**src/rtl/stack_pkg.sv**
```systemverilog
// Shared types and sizing helpers for the hardware stack.
package stack_pkg;

    localparam int unsigned DEFAULT_DEPTH  = 64;
    localparam int unsigned DEFAULT_DATA_W = 16;
    localparam int unsigned SP_W           = 16;

    typedef enum logic [1:0] {
        IDLE    = 2'd0,
        PUSH    = 2'd1,
        POP     = 2'd2,
        POP_RET = 2'd3
    } state_t;

    // Ceiling log2, used to size the RAM address.
    function automatic int unsigned clog2(input int unsigned n);
        int unsigned w;
        w = 0;
        while ((32'd1 << w) < n) begin
            w = w + 1;
        end
        return w;
    endfunction

endpackage

```
**src/rtl/stack_if.sv**
```systemverilog
// Push/pop handshake between the control unit (master) and the stack (slave).
interface stack_if #(
    parameter int unsigned DATA_W = 16
);
    logic              push_req;
    logic              pop_req;
    logic [DATA_W-1:0] push_data;
    logic [DATA_W-1:0] pop_out;
    logic              push_done;
    logic              pop_done;
    logic              busy;
    logic [15:0]       sp;
    logic              full;
    logic              empty;
    logic              overflow;
    logic              underflow;

    modport master (
        output push_req, pop_req, push_data,
        input  pop_out, push_done, pop_done, busy, sp, full, empty, overflow, underflow
    );

    modport slave (
        input  push_req, pop_req, push_data,
        output pop_out, push_done, pop_done, busy, sp, full, empty, overflow, underflow
    );
endinterface

```
**src/rtl/stack_ram.sv**
```systemverilog
// Single-port synchronous RAM with registered read data; contents are not reset.
module stack_ram #(
    parameter int unsigned DATA_W = 16,
    parameter int unsigned DEPTH  = 64,
    parameter int unsigned AW     = 6
) (
    input  logic              clk,
    input  logic              we,
    input  logic [AW-1:0]     addr,
    input  logic [DATA_W-1:0] wdata,
    output logic [DATA_W-1:0] rdata
);

    logic [DATA_W-1:0] mem [DEPTH];

    always_ff @(posedge clk) begin
        if (we) begin
            mem[addr] <= wdata;
        end
        rdata <= mem[addr];
    end

endmodule

```
**src/rtl/stack_unit.sv**
```systemverilog
// Full-descending hardware stack: sp register, guarded push/pop FSM and private RAM.
module stack_unit
    import stack_pkg::*;
#(
    parameter int unsigned DATA_W = DEFAULT_DATA_W,
    parameter int unsigned DEPTH  = DEFAULT_DEPTH
) (
    input  logic   clk,
    input  logic   rst_b,
    stack_if.slave bus
);

    localparam int unsigned AW  = clog2(DEPTH);
    // sp spans 0..DEPTH inclusive, so it needs one bit beyond the RAM address.
    localparam int unsigned SPW = AW + 1;

    state_t            state_q;
    state_t            state_d;
    logic [SPW-1:0]    sp_q;
    logic [DATA_W-1:0] wdata_q;
    logic [DATA_W-1:0] pop_out_q;
    logic              push_done_q;
    logic              pop_done_q;
    logic              overflow_q;
    logic              underflow_q;

    logic              full_c;
    logic              empty_c;
    logic              ram_we;
    logic [AW-1:0]     ram_addr;
    logic [DATA_W-1:0] ram_rdata;

    assign full_c  = (sp_q == '0);
    assign empty_c = (sp_q == SPW'(DEPTH));

    // State register.
    always_ff @(posedge clk or negedge rst_b) begin
        if (!rst_b) begin
            state_q <= IDLE;
        end else begin
            state_q <= state_d;
        end
    end

    // Next state and RAM control; push has priority over a simultaneous pop.
    always_comb begin
        state_d  = state_q;
        ram_we   = 1'b0;
        ram_addr = AW'(sp_q);
        unique case (state_q)
            IDLE: begin
                if (bus.push_req) begin
                    state_d = PUSH;
                end else if (bus.pop_req) begin
                    state_d = POP;
                end
            end
            PUSH: begin
                state_d  = IDLE;
                ram_we   = !full_c;
                ram_addr = AW'(sp_q - SPW'(1));
            end
            POP: begin
                state_d = POP_RET;
            end
            POP_RET: begin
                state_d = IDLE;
            end
            default: begin
                state_d = IDLE;
            end
        endcase
    end

    // Stack pointer, captured push data and registered completion outputs.
    always_ff @(posedge clk or negedge rst_b) begin
        if (!rst_b) begin
            sp_q        <= SPW'(DEPTH);
            wdata_q     <= '0;
            pop_out_q   <= '0;
            push_done_q <= 1'b0;
            pop_done_q  <= 1'b0;
            overflow_q  <= 1'b0;
            underflow_q <= 1'b0;
        end else begin
            push_done_q <= (state_q == PUSH);
            overflow_q  <= (state_q == PUSH) && full_c;
            pop_done_q  <= (state_q == POP_RET);
            underflow_q <= (state_q == POP_RET) && empty_c;
            if ((state_q == IDLE) && bus.push_req) begin
                wdata_q <= bus.push_data;
            end
            if ((state_q == PUSH) && !full_c) begin
                sp_q <= sp_q - SPW'(1);
            end
            if (state_q == POP_RET) begin
                if (empty_c) begin
                    pop_out_q <= '0;
                end else begin
                    pop_out_q <= ram_rdata;
                    sp_q      <= sp_q + SPW'(1);
                end
            end
        end
    end

    stack_ram #(
        .DATA_W (DATA_W),
        .DEPTH  (DEPTH),
        .AW     (AW)
    ) u_ram (
        .clk   (clk),
        .we    (ram_we),
        .addr  (ram_addr),
        .wdata (wdata_q),
        .rdata (ram_rdata)
    );

    assign bus.pop_out   = pop_out_q;
    assign bus.push_done = push_done_q;
    assign bus.pop_done  = pop_done_q;
    assign bus.overflow  = overflow_q;
    assign bus.underflow = underflow_q;
    assign bus.busy      = (state_q != IDLE);
    assign bus.sp        = 16'(sp_q);
    assign bus.full      = full_c;
    assign bus.empty     = empty_c;

endmodule

```
**src/flat_wrapper.sv**
```systemverilog
// flat-port wrapper written by rule: the top's interface ports become plain ports
module stack_unit_flat import stack_pkg::*;
#(
    parameter int unsigned DATA_W = DEFAULT_DATA_W,
    parameter int unsigned DEPTH  = DEFAULT_DEPTH
)
  (clk, rst_b, bus_push_req, bus_pop_req, bus_push_data, bus_pop_out, bus_push_done, bus_pop_done, bus_busy, bus_sp, bus_full, bus_empty, bus_overflow, bus_underflow);
  stack_if #(.DATA_W(DATA_W)) bus_i ();
  input  logic clk;
  input  logic rst_b;
  input wire logic [$bits(bus_i.push_req)-1:0] bus_push_req;
  input wire logic [$bits(bus_i.pop_req)-1:0] bus_pop_req;
  input wire logic [$bits(bus_i.push_data)-1:0] bus_push_data;
  output wire logic [$bits(bus_i.pop_out)-1:0] bus_pop_out;
  output wire logic [$bits(bus_i.push_done)-1:0] bus_push_done;
  output wire logic [$bits(bus_i.pop_done)-1:0] bus_pop_done;
  output wire logic [$bits(bus_i.busy)-1:0] bus_busy;
  output wire logic [$bits(bus_i.sp)-1:0] bus_sp;
  output wire logic [$bits(bus_i.full)-1:0] bus_full;
  output wire logic [$bits(bus_i.empty)-1:0] bus_empty;
  output wire logic [$bits(bus_i.overflow)-1:0] bus_overflow;
  output wire logic [$bits(bus_i.underflow)-1:0] bus_underflow;
  assign bus_i.push_req = bus_push_req;
  assign bus_i.pop_req = bus_pop_req;
  assign bus_i.push_data = bus_push_data;
  assign bus_pop_out = bus_i.pop_out;
  assign bus_push_done = bus_i.push_done;
  assign bus_pop_done = bus_i.pop_done;
  assign bus_busy = bus_i.busy;
  assign bus_sp = bus_i.sp;
  assign bus_full = bus_i.full;
  assign bus_empty = bus_i.empty;
  assign bus_overflow = bus_i.overflow;
  assign bus_underflow = bus_i.underflow;
  stack_unit #(.DATA_W(DATA_W), .DEPTH(DEPTH)) u_core (.clk(clk), .rst_b(rst_b), .bus(bus_i));
endmodule
```
**config.mk**
```make
export PLATFORM = sky130hd
export DESIGN_NAME = stack_unit_flat
export DESIGN_NICKNAME = d
export VERILOG_FILES = /design/src/rtl/stack_pkg.sv /design/src/rtl/stack_if.sv /design/src/rtl/stack_ram.sv /design/src/rtl/stack_unit.sv /design/src/flat_wrapper.sv
export SDC_FILE = /design/constraint.sdc
export NUM_CORES = 1
export LEC_CHECK = 0
export CORE_MARGIN = 4
export CORE_UTILIZATION = 56
export DETAILED_ROUTE_END_ITERATION = 7
export MAX_ROUTING_LAYER = met4
export PLACE_DENSITY = 0.72
export SYNTH_ARGS = -nofsm -noshare
export SYNTH_HDL_FRONTEND = slang
export SYNTH_HIERARCHICAL = 1
export SYNTH_SLANG_ARGS = --single-unit
export TNS_END_PERCENT = 5
```
**constraint.sdc**
```tcl
create_clock -name clk -period 6.89 [get_ports clk]
set_input_delay 1.378 -clock clk [delete_from_list [all_inputs] [get_ports clk]]
set_output_delay 1.378 -clock clk [all_outputs]
set_load 0.1 [all_outputs]
```
==> run_results.csv <==
group,metric,value,unit
pwr,peakVddDrop,0.4733,mV
timing,worst_slew_pin_slew,1354,ps
logic_synthesis,synth-seq-cells,1085,
setup_path,critPathCaptureType,"output port",
grt,grt_pass1_vias,23460,
route,wl,110.2,mm
route,post_drt_wl_per_cell,30.76,µm
timing,timing.final.crit_share,72.58,%
timing,finalCriticalPeriod,5001,ps
grt,antenna_found_initial,3,
setup_path,worstPathArrival,3620,ps
cts,postCtsSetupBuffers,0,
die,start_util,56.78,%
cts,cts_max_level,3,
cts,cts_resized,0,
setup_path,crit_type,"flop to output port",
cells_and_area,final_cell_mix,"1024 x edfxtp_1, 196 x a22oi_1, 154 x mux2i_1, 144 x nor2_1, 106 x a221oi_1",
logic_synthesis,synth_ff_type,"edfxtp_1",
timing,rsz0062_at_grt,"false",
cts,cts.path.max_buffers,3,
timing,fmax,200.0,MHz
placement,port_buffers,49,
logic_synthesis,synth.avg_cell_area,16.93,µm²
logic_synthesis,async_flop_share,4.147,%
setup_path,cp_max_fo,19,
status,status,"complete, no violations",
job,max_cap_violations,0,
pwr,finalPower,23.48,mW
pwr,pwr_density_cell,504.5,mW/mm²
die,fp-row-count,99,
logic_synthesis,syn_area,0.04157,mm²
timing,final.setup_skew,23.37,ps
cts,root_buffer,"clkbuf_16",
timing,slew_headroom,9.732,%
cells_and_area,syn_to_final_growth,11.95,%
cts,cts.sinks,1085,
cts,numCtsBuffers,103,
logic_synthesis,synth_cells,2455,
setup_path,start_kind,"flop",
grt,track_usage,28.63,%
route,vias,24320,
cells_and_area,layout_commonest_cell,"edfxtp_1",
cells_and_area,fillCellCount,4911,
placement,routabilityCongestion,0.9681,
timing,drv_slew,0,
die,die-height,280.4,µm
setup_path,required,5510,ps
grt,grt_pass1_wl,160.1,mm
cts,clk_pin_slew,60,ps
die,dieWidth,280.4,µm
min_path,hold_path.class,"flop to flop",
route,ant_nets,0,
cells_and_area,drive_gt1_share,13.61,%
die,core-area,0.07321,mm²
pwr,p_leak,15.02,nW
timing,setup_viol,0,
cts,worstSkewPairLatency,680,ps
timing,finalHoldViolCount,0,
route,drc,0,
cts,cts_tree,"built",
route,viasPerCell,6.786,
cells_and_area,nets,2560,
cts,hold_buffers,0,
timing,setup_tns,0,ps
grt,overflow,0,
route,drt_iter0_markers,3618,
logic_synthesis,synth_edf_count,1024,
logic_synthesis,synth_cell_type_count,68,
logic_synthesis,ys_warn_count,6,
grt,grt_max_degree,118,
die,dieArea,0.07865,mm²
die,num_io_pins,59,
placement,dp_hpwl,63.80,mm
route,firstDrtPassIters,6,
logic_synthesis,synth-seq-area-share,77.46,%
[Yosys cell counts, types with 44 or more instances]
cell      number  area, µm²
edfxtp_1    1024      30750
a22oi_1      196       1471
nor2_1       166      623.1
mux2i_1      154       1541
a221oi_1     106      928.4
nand2_1       80      300.3
a21oi_1       75      375.4
buf_2         64      320.3
clkbuf_1      64      240.2
o22ai_1       58      362.9
dfrtp_1       44       1101
[power breakdown]
group | total (mW) | switching (mW) | leakage, nW | internal (mW)
sequential | 8.91 | 0.352 | 9.88 | 8.56
combinational | 9.13 | 6.66 | 3.54 | 2.47
clock | 5.44 | 2.37 | 1.60 | 3.07
[sequential cells by signal, summed over array words and instances (netlist names)]
name	count
u_core/bus.overflow	1
u_core/bus.pop_done	1
u_core/bus.pop_out	16
u_core/bus.push_done	1
u_core/bus.underflow	1
u_core/sp_q	7
u_core/state_q	2
u_core/u_ram/mem	1024
u_core/u_ram/rdata	16
u_core/wdata_q	16
[routing by layer]
| metal | share of wire, % | GRT usage, % |
|---|---|---|
| met5 | 0 | - |
| met1 | 38 | 38.84 |
| met4 | 3.9 | 10.90 |
| met3 | 12 | 6.798 |
| met2 | 46 | 42.75 |
[logic make-up after synthesis]
family	Yosys count	synth area share (%)
other	1	0.009022
XOR/XNOR	11	0.2318
adder cells (fa/ha/maj)	3	0.09031
AO/OA/AOI/OAI	628	11.13
flip-flops	1085	77.46
AND/OR/NAND/NOR	343	3.729
buffers and inverters	190	2.393
multiplexers	194	4.955
[metrics by stage]
stage | worst slack (ps) | area, µm² | hold slack [ps] | util (%) | cells
5_1_grt | 1794 | 46540 | 467.0 | 63.57 | 3584
3_5_place_dp | 2065 | 43260 | 425.2 | 59.09 | 3390
3_3_place_gp | 2075 | 43260 | 422.8 | 59.09 | 3390
6_report | 1889 | 46540 | 443.2 | 63.57 | 3584
2_1_floorplan | 2522 | 41600 | 411.5 | - | 2463
4_1_cts | 1850 | 46520 | 443.4 | 63.54 | 3581
[final timing paths]
check                                                    from                           endpoint  slack, ps  cells past startpoint
worst min register to register  u_core/u_ram/rdata[9]$_DFF_P_  u_core/bus.pop_out[9]$_DFFE_PN0P_        440                      2
max in group asynchronous                               rst_b      u_core/wdata_q[2]$_DFFE_PN0P_       5630                      2
worst max-delay path                 u_core/sp_q[2]$_DFF_PN0_                          bus_empty       1890                      4
min in group asynchronous                               rst_b  u_core/bus.pop_out[5]$_DFFE_PN0P_        810                      2
worst max register to register       u_core/sp_q[0]$_DFF_PN0_     u_core/u_ram/rdata[13]$_DFF_P_       2150                     11
worst min-delay path            u_core/u_ram/rdata[9]$_DFF_P_  u_core/bus.pop_out[9]$_DFFE_PN0P_        440                      2
[worst max-delay path, cell delays in order, from the launching register on]
cell,delay (ps)
dfrtp_1,480
or4_4,620
or2_1,550
inv_1,160
clkdlybuf4s50_1,1140
[cell type report]
cell class,instances,area [µm²],area share [%]
Antenna cell,2,5.005,0.01075
Clock inverter,54,432.9,0.9303
Sequential cell,1085,32220,69.23
Timing Repair Buffer,148,1261,2.710
Inverter,11,42.54,0.09142
Tap cell,959,1200,2.578
Multi-Input combinational cell,1188,8549,18.37
Clock buffer,137,2828,6.076
No activity file was read; power rests on OpenSTA's default activity.
